File: config.mk
export PLATFORM = sky130hd
export DESIGN_NAME = riscv_regfile_sb
export DESIGN_NICKNAME = d
export VERILOG_FILES = /design/src/rtl/riscv_pkg.sv /design/src/rtl/riscv_regfile_sb_chk.sv /design/src/rtl/riscv_rf_rdport.sv /design/src/rtl/riscv_regfile_sb.sv
export SDC_FILE = /design/constraint.sdc
export NUM_CORES = 2
export LEC_CHECK = 0
export ABC_CLOCK_PERIOD_IN_PS = 59700
export BUFFER_PORTS_ARGS = -buffer_cell sky130_fd_sc_hd__buf_2
export CORE_MARGIN = 2
export CORE_UTILIZATION = 60
export DETAILED_ROUTE_END_ITERATION = 7
export GPL_TIMING_DRIVEN = 0
export PLACE_DENSITY = 0.75
export SYNTH_ARGS = -nofsm -noshare
export SYNTH_HDL_FRONTEND = slang
export SYNTH_HIERARCHICAL = 1
export SYNTH_SLANG_ARGS = --single-unit
File: constraint.sdc
create_clock -name clk -period 59.7 [get_ports clk]
set_clock_uncertainty 0.05 [all_clocks]
set_input_delay 5.97 -clock clk [delete_from_list [all_inputs] [get_ports clk]]
set_output_delay 5.97 -clock clk [all_outputs]
set_load 0.03 [all_outputs]
File: src/rtl/riscv_pkg.sv
// Shared types and defaults for the pipelined RISC-V integer register file.
// Optional write-through forwarding is selected with RISCV_REGFILE_BYPASS_EN.
package riscv_pkg;

  localparam int unsigned XLEN_DEFAULT  = 32'd32;
  localparam int unsigned NREGS_DEFAULT = 32'd32;
  localparam int unsigned REG_ZERO      = 32'd0;

  typedef logic [4:0]  reg_addr_t;
  typedef logic [31:0] xword_t;

endpackage

File: src/rtl/riscv_regfile_sb_chk.sv
// Invariant checker for the register file scoreboard; carries no design logic.
module riscv_regfile_sb_chk #(
  parameter int NREGS = 32
) (
  input logic             clk,
  input logic             rst,
  input logic [NREGS-1:0] busy_vec
);

  a_x0_never_busy: assert property (@(posedge clk) busy_vec[0] == 1'b0);

  a_rst_scoreboard_empty: assert property (@(posedge clk) rst |-> (busy_vec == {NREGS{1'b0}}));

endmodule

File: src/rtl/riscv_rf_rdport.sv
// One combinational read port of the register file: stored-state mux plus,
// when RISCV_REGFILE_BYPASS_EN is defined, forwarding of the in-flight writeback.
module riscv_rf_rdport
  import riscv_pkg::*;
#(
  parameter int XLEN  = 32,
  parameter int NREGS = 32,
  parameter int AW    = 5
) (
  input  logic [NREGS-1:0][XLEN-1:0] regs,
  input  logic [NREGS-1:0]           busy,
  input  logic [AW-1:0]              rd_addr,
  input  logic                       fwd_en,
  input  logic [AW-1:0]              wr_addr,
  input  logic [XLEN-1:0]            wr_data,
  input  logic                       fwd_busy,
  output logic [XLEN-1:0]            rd_data,
  output logic                       rd_busy
);

  localparam logic [AW-1:0] ZERO_ADDR = AW'(REG_ZERO);

  // Port read: x0 is forced to zero/idle, otherwise stored state or the forwarded write
  always_comb begin
    if (rd_addr == ZERO_ADDR) begin
      rd_data = {XLEN{1'b0}};
      rd_busy = 1'b0;
    end
`ifdef RISCV_REGFILE_BYPASS_EN
    else if (fwd_en && (rd_addr == wr_addr)) begin
      rd_data = wr_data;
      rd_busy = fwd_busy;
    end
`endif
    else begin
      rd_data = regs[rd_addr];
      rd_busy = busy[rd_addr];
    end
  end

`ifndef RISCV_REGFILE_BYPASS_EN
  logic unused_fwd_s;
  assign unused_fwd_s = ^{fwd_en, wr_addr, wr_data, fwd_busy};
`endif

endmodule

File: src/rtl/riscv_regfile_sb.sv
// Parametrised integer register file with per-register busy scoreboard.
// Define RISCV_REGFILE_BYPASS_EN to forward same-cycle writeback to the read ports.
module riscv_regfile_sb
  import riscv_pkg::*;
#(
  parameter int XLEN  = XLEN_DEFAULT,
  parameter int NREGS = NREGS_DEFAULT,
  parameter int NRD   = 2,
  parameter int AW    = $clog2(NREGS)
) (
  input  logic                clk,
  input  logic                rst,
  input  logic                wr_en,
  input  logic [AW-1:0]       wr_addr,
  input  logic [XLEN-1:0]     wr_data,
  input  logic [NRD*AW-1:0]   rd_addr,
  output logic [NRD*XLEN-1:0] rd_data,
  output logic [NRD-1:0]      rd_busy,
  input  logic                sb_set_en,
  input  logic [AW-1:0]       sb_set_addr,
  output logic [NREGS-1:0]    busy_vec
);

  localparam logic [AW-1:0] ZERO_ADDR = AW'(REG_ZERO);

  logic [NREGS-1:0][XLEN-1:0] regs_r;
  logic [NREGS-1:0]           busy_r;
  logic [NREGS-1:0]           busy_nxt_s;
  logic [NREGS-1:0]           clr_mask_s;
  logic [NREGS-1:0]           set_mask_s;
  logic                       wr_we_s;
  logic                       sb_we_s;
  logic                       fwd_en_s;
  logic                       fwd_busy_s;

  // Address 0 is never a legal target for either a write or a scoreboard set
  assign wr_we_s    = wr_en && (wr_addr != ZERO_ADDR);
  assign sb_we_s    = sb_set_en && (sb_set_addr != ZERO_ADDR);
  assign fwd_en_s   = wr_we_s && !rst;
  assign fwd_busy_s = sb_we_s && (sb_set_addr == wr_addr);

  // Architectural storage; x0 is never written so it keeps its reset value of zero
  always_ff @(posedge clk or posedge rst) begin
    if (rst) begin
      regs_r <= {(NREGS*XLEN){1'b0}};
    end else if (wr_we_s) begin
      regs_r[wr_addr] <= wr_data;
    end
  end

  // Scoreboard update: writeback clears, issue sets, and a set on the same edge wins
  always_comb begin
    clr_mask_s = {NREGS{1'b0}};
    set_mask_s = {NREGS{1'b0}};
    for (int i = 0; i < NREGS; i++) begin
      clr_mask_s[i] = wr_we_s && (wr_addr == AW'(i));
      set_mask_s[i] = sb_we_s && (sb_set_addr == AW'(i));
    end
    busy_nxt_s = (busy_r & ~clr_mask_s) | set_mask_s;
  end

  // Scoreboard register
  always_ff @(posedge clk or posedge rst) begin
    if (rst) begin
      busy_r <= {NREGS{1'b0}};
    end else begin
      busy_r <= busy_nxt_s;
    end
  end

  assign busy_vec = busy_r;

  for (genvar g = 0; g < NRD; g++) begin : g_rdport
    riscv_rf_rdport #(
      .XLEN  (XLEN),
      .NREGS (NREGS),
      .AW    (AW)
    ) u_rdport (
      .regs     (regs_r),
      .busy     (busy_r),
      .rd_addr  (rd_addr[g*AW +: AW]),
      .fwd_en   (fwd_en_s),
      .wr_addr  (wr_addr),
      .wr_data  (wr_data),
      .fwd_busy (fwd_busy_s),
      .rd_data  (rd_data[g*XLEN +: XLEN]),
      .rd_busy  (rd_busy[g])
    );
  end

  riscv_regfile_sb_chk #(
    .NREGS (NREGS)
  ) u_chk (
    .clk      (clk),
    .rst      (rst),
    .busy_vec (busy_r)
  );

endmodule
==> impl_metrics.csv <==
group,metric,value,unit
clock_tree,htreeDepth,3,
global_routing,antenna_found_initial,6,
setup_path,critPathRequiredTime,53680,ps
logic_synthesis,syn-num-nets,3824,
logic_synthesis,syn_area,57060,sq um
floorplan,die_y,312.4,microns
clock_tree,post_cts_buffers,0,
logic_synthesis,netlist_instances,3768,
run,max-cap-violations,6,
pwr,total_power,2183,uW
sta,finalSetupViolations,0,
detailed_routing,wl_met1,75.26,mm
sta,slew_headroom,-9.490,%
pwr,leakage,0.02783,uW
detailed_routing,met2_length,91.67,mm
pwr,ir_drop,28.42,uV
detailed_routing,detail_route.iter0.violations,6148,
sta,fmax,64.41,MHz
placed_design,numPortBuffers,142,
clock_tree,cts_hold_buf,0,
placed_design,dp_slack,44550,ps
sta,finalMaxSlewViolations,67,
cells_and_area,stdcell_area,63600,sq um
setup_path,path_class,"input port to output port",
clock_tree,cts_tree,"done",
placed_design,dp_hpwl,142.2,mm
detailed_routing,drt-total-wl,216.1,mm
setup_path,start_kind,"input port",
floorplan,die_x,312.4,microns
clock_tree,clk_latency,710,ps
global_routing,grt_max_degree,131,
clock_tree,cts_resized,0,
floorplan,coreArea,94590,sq um
status,violations,"capacitance limit, slew limit",
floorplan,row_count,113,
placed_design,gp_congestion,0.9585,
status,status,"finished with violations",
sta,rsz0062_at_grt,"no",
cells_and_area,drive_gt1_share,51.38,%
detailed_routing,drc,0,
clock_tree,numCtsBuffers,113,
global_routing,grt_overflow_total,0,
floorplan,die-area,97590,sq um
detailed_routing,dr_wl_met3,32.06,mm
setup_path,crit_fanout,11,
setup_path,end_kind,"output port",
global_routing,grt_pass1_vias,40920,
sta,fin_tns_setup,0,ps
detailed_routing,ant_nets,0,
sta,worst_pin_slew,1642,ps
clock_tree,root_buffer,"clkbuf_16",
sta,period_share,26.01,%
clock_tree,cts.sinks,1056,
setup_path,worstPathArrival,9510,ps
sta,final_hold_viol_count,0,
pwr,p_per_area,34.32,nW/um^2
detailed_routing,wl_per_cell,40.02,microns
placed_design,dpl_cell_area,59650,sq um
min_path,min_path_type,"register to register",
cells_and_area,layout.nets,4092,
cells_and_area,syn2layout_area_growth,11.46,%
global_routing,grtUsageTotal,44.38,%
detailed_routing,routed_via_density,7.627,
clock_tree,clk_pin_slew,60,ps
logic_synthesis,synth.avg_cell_area,15.14,sq um
sta,fin_crit,15530,ps
floorplan,io_pins,154,
sta,setup_slack,44170,ps
detailed_routing,dr.max_layer_used,"met5",
clock_tree,ctsLongestPathBuffers,3,
logic_synthesis,ys_warn_count,6,
global_routing,grt_pass1_wl,302.2,mm
floorplan,initial_core_util,60.33,%
detailed_routing,vias,41190,
detailed_routing,first_pass_iters,6,
==> worst paths after layout <==
kind | cells after the start | end | slack, ps | from
setup / recovery | 7 | rd_data[22] | 44170 | rd_addr[4]
hold / removal | 1 | regs_r[15]$_DFFE_PP0P_ | 420 | regs_r[15]$_DFFE_PP0P_
setup reg to reg | 1 | regs_r[824]$_DFFE_PP0P_ | 58800 | regs_r[824]$_DFFE_PP0P_
hold reg to reg | 1 | regs_r[15]$_DFFE_PP0P_ | 420 | regs_r[15]$_DFFE_PP0P_
max in group asynchronous | 5 | regs_r[309]$_DFFE_PP0P_ | 52220 | rst
min in group asynchronous | 2 | busy_vec[0]$_DFF_PP0_ | 5280 | rst
==> worst max-delay path, stage by stage <==
cell and delay, ps:
buf_2 430, or2_1 180, clkbuf_1 460, clkbuf_1 1240, a211oi_1 150, a311oi_1 710
buf_2 320
==> registers in the layout, indices dropped and copies added, names as in the netlist <==
register and cells:
busy_vec 32, regs_r 1024
==> layout by cell type, fill, tap and decap left out, types with 37 or more instances in the layout <==
cell type and count:
o21ai_1 64, clkbuf_16 117, mux2i_1 132, dfrtp_1 1056
a311oi_1 64, mux2_2 1041, clkbuf_1 199, buf_6 68
a211oi_1 66, mux4_2 426, buf_4 56, nor2b_1 77
a22oi_1 66, nand2_1 37, clkbuf_8 38, a221oi_1 46
buf_2 276, o21ai_0 74
==> where the power goes <==
group	internal [uW]	switching [uW]	total [uW]
Sequential	853	106	959
Clock	442	305	747
Combinational	257	220	477
Total	1550	631	2180
==> cell type report <==
class,count,area [sq um]
Fill cell,6612,30980
Multi-Input combinational cell,2258,27980
Sequential cell,1056,26430
Clock buffer,175,3526
Buffer,449,2649
Tap cell,1265,1583
Timing Repair Buffer,153,988.4
Clock inverter,34,409.1
Inverter,5,26.28
Antenna cell,6,15.01
==> layer usage <==
metal | track usage (%) | vias to the layer above
met5 | 1.402 | -
met4 | 28.92 | 10
met3 | 18.79 | 949
met2 | 62.30 | 3455
met1 | 56.53 | 21550
li1 | - | 15230
==> per-stage QoR <==
stage          util, %  hold slack (ps)  instances
2_1_floorplan        -            385.7       3768
3_3_place_gp     62.75            401.4       5175
3_5_place_dp     63.07            408.8       5186
4_1_cts          67.23            422.0       5395
5_1_grt          67.23            447.7       5395
6_report         67.24            423.4       5401
(Power assumes the default switching activity.)
